**src/rtl/instr_fetch_unit.sv**
```systemverilog
// instr_fetch_unit
//   Holds the PC, issues sequential word fetches to a 1-cycle-latency
//   instruction memory, buffers the returned words in a small FIFO and hands
//   them to decode with a valid/ready handshake. A redirect flushes buffered
//   and in-flight fetches and restarts fetching at the new target.
//
// Ports:
//   clk, rst_n            clock (rising edge), async active-low reset
//   imem_req/imem_addr    fetch request and word-aligned address
//   imem_rdata            instruction word, valid 1 cycle after imem_req
//   redirect_valid/_pc    load a new PC and flush
//   ins/ins_pc/ins_valid  FIFO head to decode; ins_ready accepts it
//   ins_illegal           head opcode outside the supported set
//
// Optional feature: define IFETCH_OPCODE_CHECK_EN to enable the per-entry
// opcode check; otherwise ins_illegal is tied to 0.
module instr_fetch_unit #(
   parameter logic [31:0] RESET_PC   = 32'h0000_0000,
   parameter int unsigned FIFO_DEPTH = 2
) (
   input  logic        clk,
   input  logic        rst_n,
   output logic        imem_req,
   output logic [31:0] imem_addr,
   input  logic [31:0] imem_rdata,
   input  logic        redirect_valid,
   input  logic [31:0] redirect_pc,
   output logic [31:0] ins,
   output logic [31:0] ins_pc,
   output logic        ins_valid,
   input  logic        ins_ready,
   output logic        ins_illegal
);
   localparam int AW = $clog2(FIFO_DEPTH);
   localparam int CW = AW + 1;
   localparam logic [CW-1:0] DEPTH_V = CW'(FIFO_DEPTH);

   logic [31:0]   pc;
   logic [31:0]   inflight_pc;
   logic          inflight;
   logic [AW-1:0] rd_ptr, wr_ptr;
   logic [CW-1:0] count;
   logic [CW-1:0] committed;
   logic          pop, push;
   logic [31:0]   fifo_ins [FIFO_DEPTH];
   logic [31:0]   fifo_pc  [FIFO_DEPTH];

   // Low address bits of the redirect target are discarded by design.
   logic unused_bits;
   assign unused_bits = ^redirect_pc[1:0];

   assign ins_valid = (count != '0);
   assign pop       = ins_valid & ins_ready;
   // A response returning during a redirect cycle is stale and dropped.
   assign push      = inflight & ~redirect_valid;

   // Slots already claimed (buffered + in flight) after this cycle's pop.
   // Gated by rst_n so the request drops the instant reset is asserted.
   assign committed = count + CW'(inflight) - CW'(pop);
   assign imem_req  = rst_n & ~redirect_valid & (committed < DEPTH_V);
   assign imem_addr = pc;

   assign ins    = ins_valid ? fifo_ins[rd_ptr] : 32'h0;
   assign ins_pc = ins_valid ? fifo_pc[rd_ptr]  : 32'h0;

   always_ff @(posedge clk or negedge rst_n) begin
      if (!rst_n) begin
         pc          <= RESET_PC;
         inflight    <= 1'b0;
         inflight_pc <= 32'h0;
         rd_ptr      <= '0;
         wr_ptr      <= '0;
         count       <= '0;
      end else begin
         inflight <= imem_req;
         if (imem_req) inflight_pc <= pc;
         if (redirect_valid) begin
            pc     <= {redirect_pc[31:2], 2'b00};
            rd_ptr <= '0;
            wr_ptr <= '0;
            count  <= '0;
         end else begin
            if (imem_req) pc <= pc + 32'd4;
            if (push) wr_ptr <= wr_ptr + 1'b1;
            if (pop)  rd_ptr <= rd_ptr + 1'b1;
            count <= count + CW'(push) - CW'(pop);
         end
      end
   end

`ifdef IFETCH_OPCODE_CHECK_EN
   logic fifo_ill [FIFO_DEPTH];

   function automatic logic opcode_bad(input logic [6:0] op);
      return !(op == 7'b0000011 || op == 7'b0100011 ||
               op == 7'b0010011 || op == 7'b0110011);
   endfunction

   assign ins_illegal = ins_valid & fifo_ill[rd_ptr];
`else
   assign ins_illegal = 1'b0;
`endif

   // Storage needs no reset: entries are only observed when counted valid.
   always_ff @(posedge clk) begin
      if (rst_n && push) begin
         fifo_ins[wr_ptr] <= imem_rdata;
         fifo_pc[wr_ptr]  <= inflight_pc;
`ifdef IFETCH_OPCODE_CHECK_EN
         fifo_ill[wr_ptr] <= opcode_bad(imem_rdata[6:0]);
`endif
      end
   end

   // Writing a full FIFO without a same-cycle pop would lose a word.
   assert property (@(posedge clk) disable iff (!rst_n)
                    !(push && (count == DEPTH_V) && !pop));

endmodule
```
**config.mk**
```make
export PLATFORM = sky130hd
export DESIGN_NAME = instr_fetch_unit
export DESIGN_NICKNAME = d
export VERILOG_FILES = /design/src/rtl/instr_fetch_unit.sv
export SDC_FILE = /design/constraint.sdc
export NUM_CORES = 1
export LEC_CHECK = 0
export ABC_AREA = 1
export CORE_MARGIN = 3
export CORE_UTILIZATION = 56
export DETAILED_ROUTE_END_ITERATION = 8
export PLACE_DENSITY_LB_ADDON = 0.2
export SLEW_MARGIN = 20
export SYNTH_ARGS = -nofsm -noshare
export SYNTH_HDL_FRONTEND = slang
export SYNTH_SLANG_ARGS = --single-unit
```
**constraint.sdc**
```tcl
create_clock -name clk -period 10.2 [get_ports clk]
set_input_delay 2.04 -clock clk [delete_from_list [all_inputs] [get_ports clk]]
set_output_delay 2.04 -clock clk [all_outputs]
set_load 0.02 [all_outputs]
```
==> results by stage <==
Run status:
- The run finished with clean final reports.

Die:
- 167 I/O pins were placed.
- The core region is 0.01415 mm^2.
- The die span in y is 127.3 um.
- The area of the die is 0.01619 mm^2.
- After floorplanning, the core was divided into 43 placement rows.
- The effective utilization at floorplan is 0.5818.
- The horizontal extent of the die is 127.3 um.

Clocking:
- The total clock sinks is 189.
- The clock-pin slew on the worst setup and hold paths is 0.07 ns.
- The maximum clock path buffer count is 2.
- Once the clock tree was built, the resizer swapped 0 gates to a different size.
- After clock tree synthesis, the setup repair step added 0 buffers.
- TritonCTS created 17 clock buffers.
- The hold buffer count at CTS is 0.
- The latest clock arrival within the worst-skew pair is 0.43 ns.
- The clock tree from TritonCTS is yes.
- The root buffer cell is sky130_fd_sc_hd__clkbuf_16.
- The number of levels in the clock H-tree is 4.

Power and ir drop:
- Of the total power, the share spent switching nets is 0.3574.
- The portion of total power attributed to the clock network is 0.251.
- The share of total power dissipated in combinational logic is 0.354.
- The analysis attributes to net switching a power of 918.9 uW.
- Internal power comes to 1652 uW.
- The portion of total power attributed to sequential cells is 0.395.
- In this run the power density over the cells is 244.8 mW/mm^2.
- Across the VDD grid, the largest voltage drop is 0.1690 mV.
- The leakage power of the design is 0.004106 uW.

Placement:
- The global placement routability congestion is 0.9013.
- Detailed placement ended at an HPWL of 13420 um.
- Prior to clock tree synthesis, the placed netlist has a worst setup slack of 3.036 ns.
- The total placed cells including tap cells is 1164.
- Input and output buffers added on the ports amount to 159.

Detailed routing:
- In this run, the number of DRC markers left after iteration 0 of detailed routing was 727.
- The detail route stage leaves a number of antenna-violating nets equal to 0.
- The first TritonRoute pass finished after 6 iterations.
- For this block, the via count after detailed routing is 6606.
- The total routed wirelength is 20650 um.
- The wire length per cell is 17.27 um.
- The number of design rule violations left after detail routing is 0.
- The routed via count divided by cell count is 5.523.

Critical path:
- The number of buffers and inverters on the critical path is 6.
- Along the worst path, the maximum fanout reaches 38.
- The worst setup path is captured at an output port.
- The most critical setup path has its startpoint at redirect_valid.
- The worst stage delay on the critical path is 0.75 ns.
- The worst setup path is launched from an input port.
- The worst path required time is 8.16 ns.
- The kind of critical path is input port to output port.
- The slowest cell on the critical path is sky130_fd_sc_hd__inv_1.
- The family with the most delay on the worst path is buffers and inverters.
- Traced cell by cell, the critical path runs through clkdlybuf4s50_1 > buf_4 > inv_1 > nand2_1 > inv_1 > nand2_1 > nor2_4 > buf_4 > clkdlybuf4s50_1.
- The startpoint of the lowest-slack register-to-register path is count[0].
- Data arrives at the worst endpoint at 5.20 ns.

Final layout:
- The top cell types in the final layout, fill and taps aside, are sky130_fd_sc_hd__nand2_1 (320), sky130_fd_sc_hd__clkdlybuf4s50_1 (158), sky130_fd_sc_hd__edfxtp_1 (124).
- The number of antenna diodes in the final layout is 0.
- The share of post-route cells with drive strength above 1 is 0.05118.
- At the end of the flow the core is filled with cells to 0.7422.
- The library cell used most frequently in the layout, excluding fill and tap cells, is sky130_fd_sc_hd__nand2_1.
- From synthesis to final layout, the design area changed by 27.57%.
- For this run, the number of standard cells in the final layout without fillers is 1196.
- The net count reported at finish is 1074.

Synthesis:
- Counting flops and latches in the post-synthesis netlist gives 189.
- The number of different library cells used by synthesis comes to 24.
- The per-instance average area after synthesis is 9.618 um^2.
- The compound-gate portion of the synthesized area came to 0.07173.
- The xor and xnor fraction of the mapped netlist area is 0.003191.
- The post-synthesis instance area is 0.008233 mm^2.
- The instance count of the mapped netlist is 856.
- Of the total synthesized cell area, the portion taken by full adders, half adders and majority gates is 0.004559.
- The share of the Yosys chip area taken by registers is 0.6498.
- After synthesis, the largest family of logic cells by area is simple AND/OR/NAND/NOR gates.
- The simple-gate share of the synthesized area is 0.2231.
- Yosys printed 0 warnings.
- The share of synthesized area spent on multiplexers is 0.

Timing:
- Setup repair after global routing left no endpoint under its margin.
- The worst path meets setup with 2.959 ns of slack.
- The max-slew violation total from the final report came to 0.
- The worst slew slack as a fraction of its limit is 0.3248.
- On the final layout, the worst clock skew is 0.01085 ns.
- Setup violations remaining at the end of the flow were counted as 0.
- The number of hold violations in the final report is 0.
- The fmax is 138.1 MHz.
- The clock period could shrink to 7.241 ns.
- Setup total negative slack on the finished layout was measured at 0 ns.
- The final critical-path share of the clock period is 0.7099.
- The actual transition at the worst max-transition pin is 1.012 ns.

Run:
- The tool flagged a number of max-cap violations equal to 0.

Global route:
- The total global-route track usage is 0.2582.
- The global-route wire length before repair is 32490 um.
- The number of antenna violations at the first check in global routing came to 0.
- Entering global routing, the biggest net connects 65 pins.
- After global routing the overflow that remains totals 0.
- The number of global-route vias before repair is 6247.

Worst hold path:
- The type of the tightest min-delay check is register to register.
- The critical hold path startpoint is inflight_pc[23].
==> sequential cells by signal (all words and copies together) (netlist names) <==
name	flops
count	2
fifo_ins	64
fifo_pc	60
imem_addr	30
inflight	1
inflight_pc	30
rd_ptr	1
wr_ptr	1
==> path summary, 6_finish.rpt <==
path / slack (ns) / endpoint / depth (start not counted)
max in group asynchronous: 7.77 / inflight_pc[16] / 3
hold / removal: 0.47 / fifo_pc[1][23] / 0
min in group asynchronous: 1.62 / inflight_pc[14] / 2
hold reg to reg: 0.47 / fifo_pc[1][23] / 0
setup reg to reg: 7.89 / inflight_pc[31] / 4
setup / recovery: 2.96 / imem_req / 9
==> worst reg2reg max path: cells and delay by family, from the launching register on <==
kind	cells	cell delay, ns
AOI/OAI and AO/OA	2	0.80
DFF	1	0.45
and+or+nand+nor	2	0.91
==> area by class of cell <==
| cell class | count | area, um^2 |
|---|---|---|
| multi-input cells | 583 | 2535 |
| inverters | 45 | 170.2 |
| repair buffers | 167 | 1647 |
| clock inverters | 13 | 141.4 |
| flip-flops and latches | 189 | 5351 |
| clock buffers | 19 | 432.9 |
| fillers | 987 | 3647 |
| well taps | 180 | 225.2 |
==> per-layer routing <==
layer	vias up	global-route usage	routed length (um)
met2	294	0.4125	9928
met3	16	0.05518	1641
met4	0	0.05868	140
met5	-	0	0
met1	3154	0.3701	8941
li1	3142	-	-
==> power groups by stage <==
stage / registers, uW / logic, uW / clock network, uW
after floorplan: 1020 / 486 / 0
after global placement: 1020 / 889 / 0
after detailed placement: 1030 / 908 / 0
after CTS: 1010 / 914 / 647
after global routing: 1030 / 983 / 684
final: 1020 / 910 / 646
==> cell families after synthesis <==
logic type	after synthesis
flops	189
compound gates	117
other cells	1
fa+ha+maj	3
simple gates	455
xor+xnor	3
buf+inv	88
==> per-stage QoR <==
stage	cell area, um^2	power (uW)	hold slack [ns]
6_report	10500	2571	0.4684
5_1_grt	10500	2692	0.4839
4_1_cts	10500	2574	0.4717
3_5_place_dp	9927	1934	0.4553
3_3_place_gp	9927	1911	0.4507
2_1_floorplan	8248	1507	0.4424
==> cell usage after synthesis <==
| cell | n | area (um^2) |
|---|---|---|
| sky130_fd_sc_hd__nand2_1 | 320 | 1201 |
| sky130_fd_sc_hd__edfxtp_1 | 124 | 3724 |
| sky130_fd_sc_hd__a21oi_1 | 73 | 365.4 |
| sky130_fd_sc_hd__nand3_1 | 68 | 340.3 |
| sky130_fd_sc_hd__dfrtp_1 | 65 | 1627 |
| sky130_fd_sc_hd__nor2_1 | 53 | 198.9 |
| sky130_fd_sc_hd__inv_1 | 41 | 153.9 |
| sky130_fd_sc_hd__o21ai_0 | 25 | 125.1 |
| sky130_fd_sc_hd__clkbuf_1 | 24 | 90.09 |
| sky130_fd_sc_hd__o21ai_1 | 17 | 85.08 |
| sky130_fd_sc_hd__buf_4 | 15 | 112.6 |
| sky130_fd_sc_hd__nand4_1 | 9 | 56.30 |
| sky130_fd_sc_hd__inv_2 | 4 | 15.01 |
| sky130_fd_sc_hd__buf_1 | 3 | 11.26 |
| sky130_fd_sc_hd__ha_1 | 3 | 37.54 |
| sky130_fd_sc_hd__nor2_2 | 2 | 12.51 |
| sky130_fd_sc_hd__nor2_4 | 2 | 22.52 |
| sky130_fd_sc_hd__xor2_1 | 2 | 17.52 |
| sky130_fd_sc_hd__buf_2 | 1 | 5.000 |
| sky130_fd_sc_hd__conb_1 | 1 | 3.750 |
| sky130_fd_sc_hd__nor3_1 | 1 | 5.000 |
| sky130_fd_sc_hd__o211ai_1 | 1 | 7.510 |
| sky130_fd_sc_hd__o21a_1 | 1 | 7.510 |
| sky130_fd_sc_hd__xnor2_1 | 1 | 8.760 |
(Power assumes the default switching activity.)
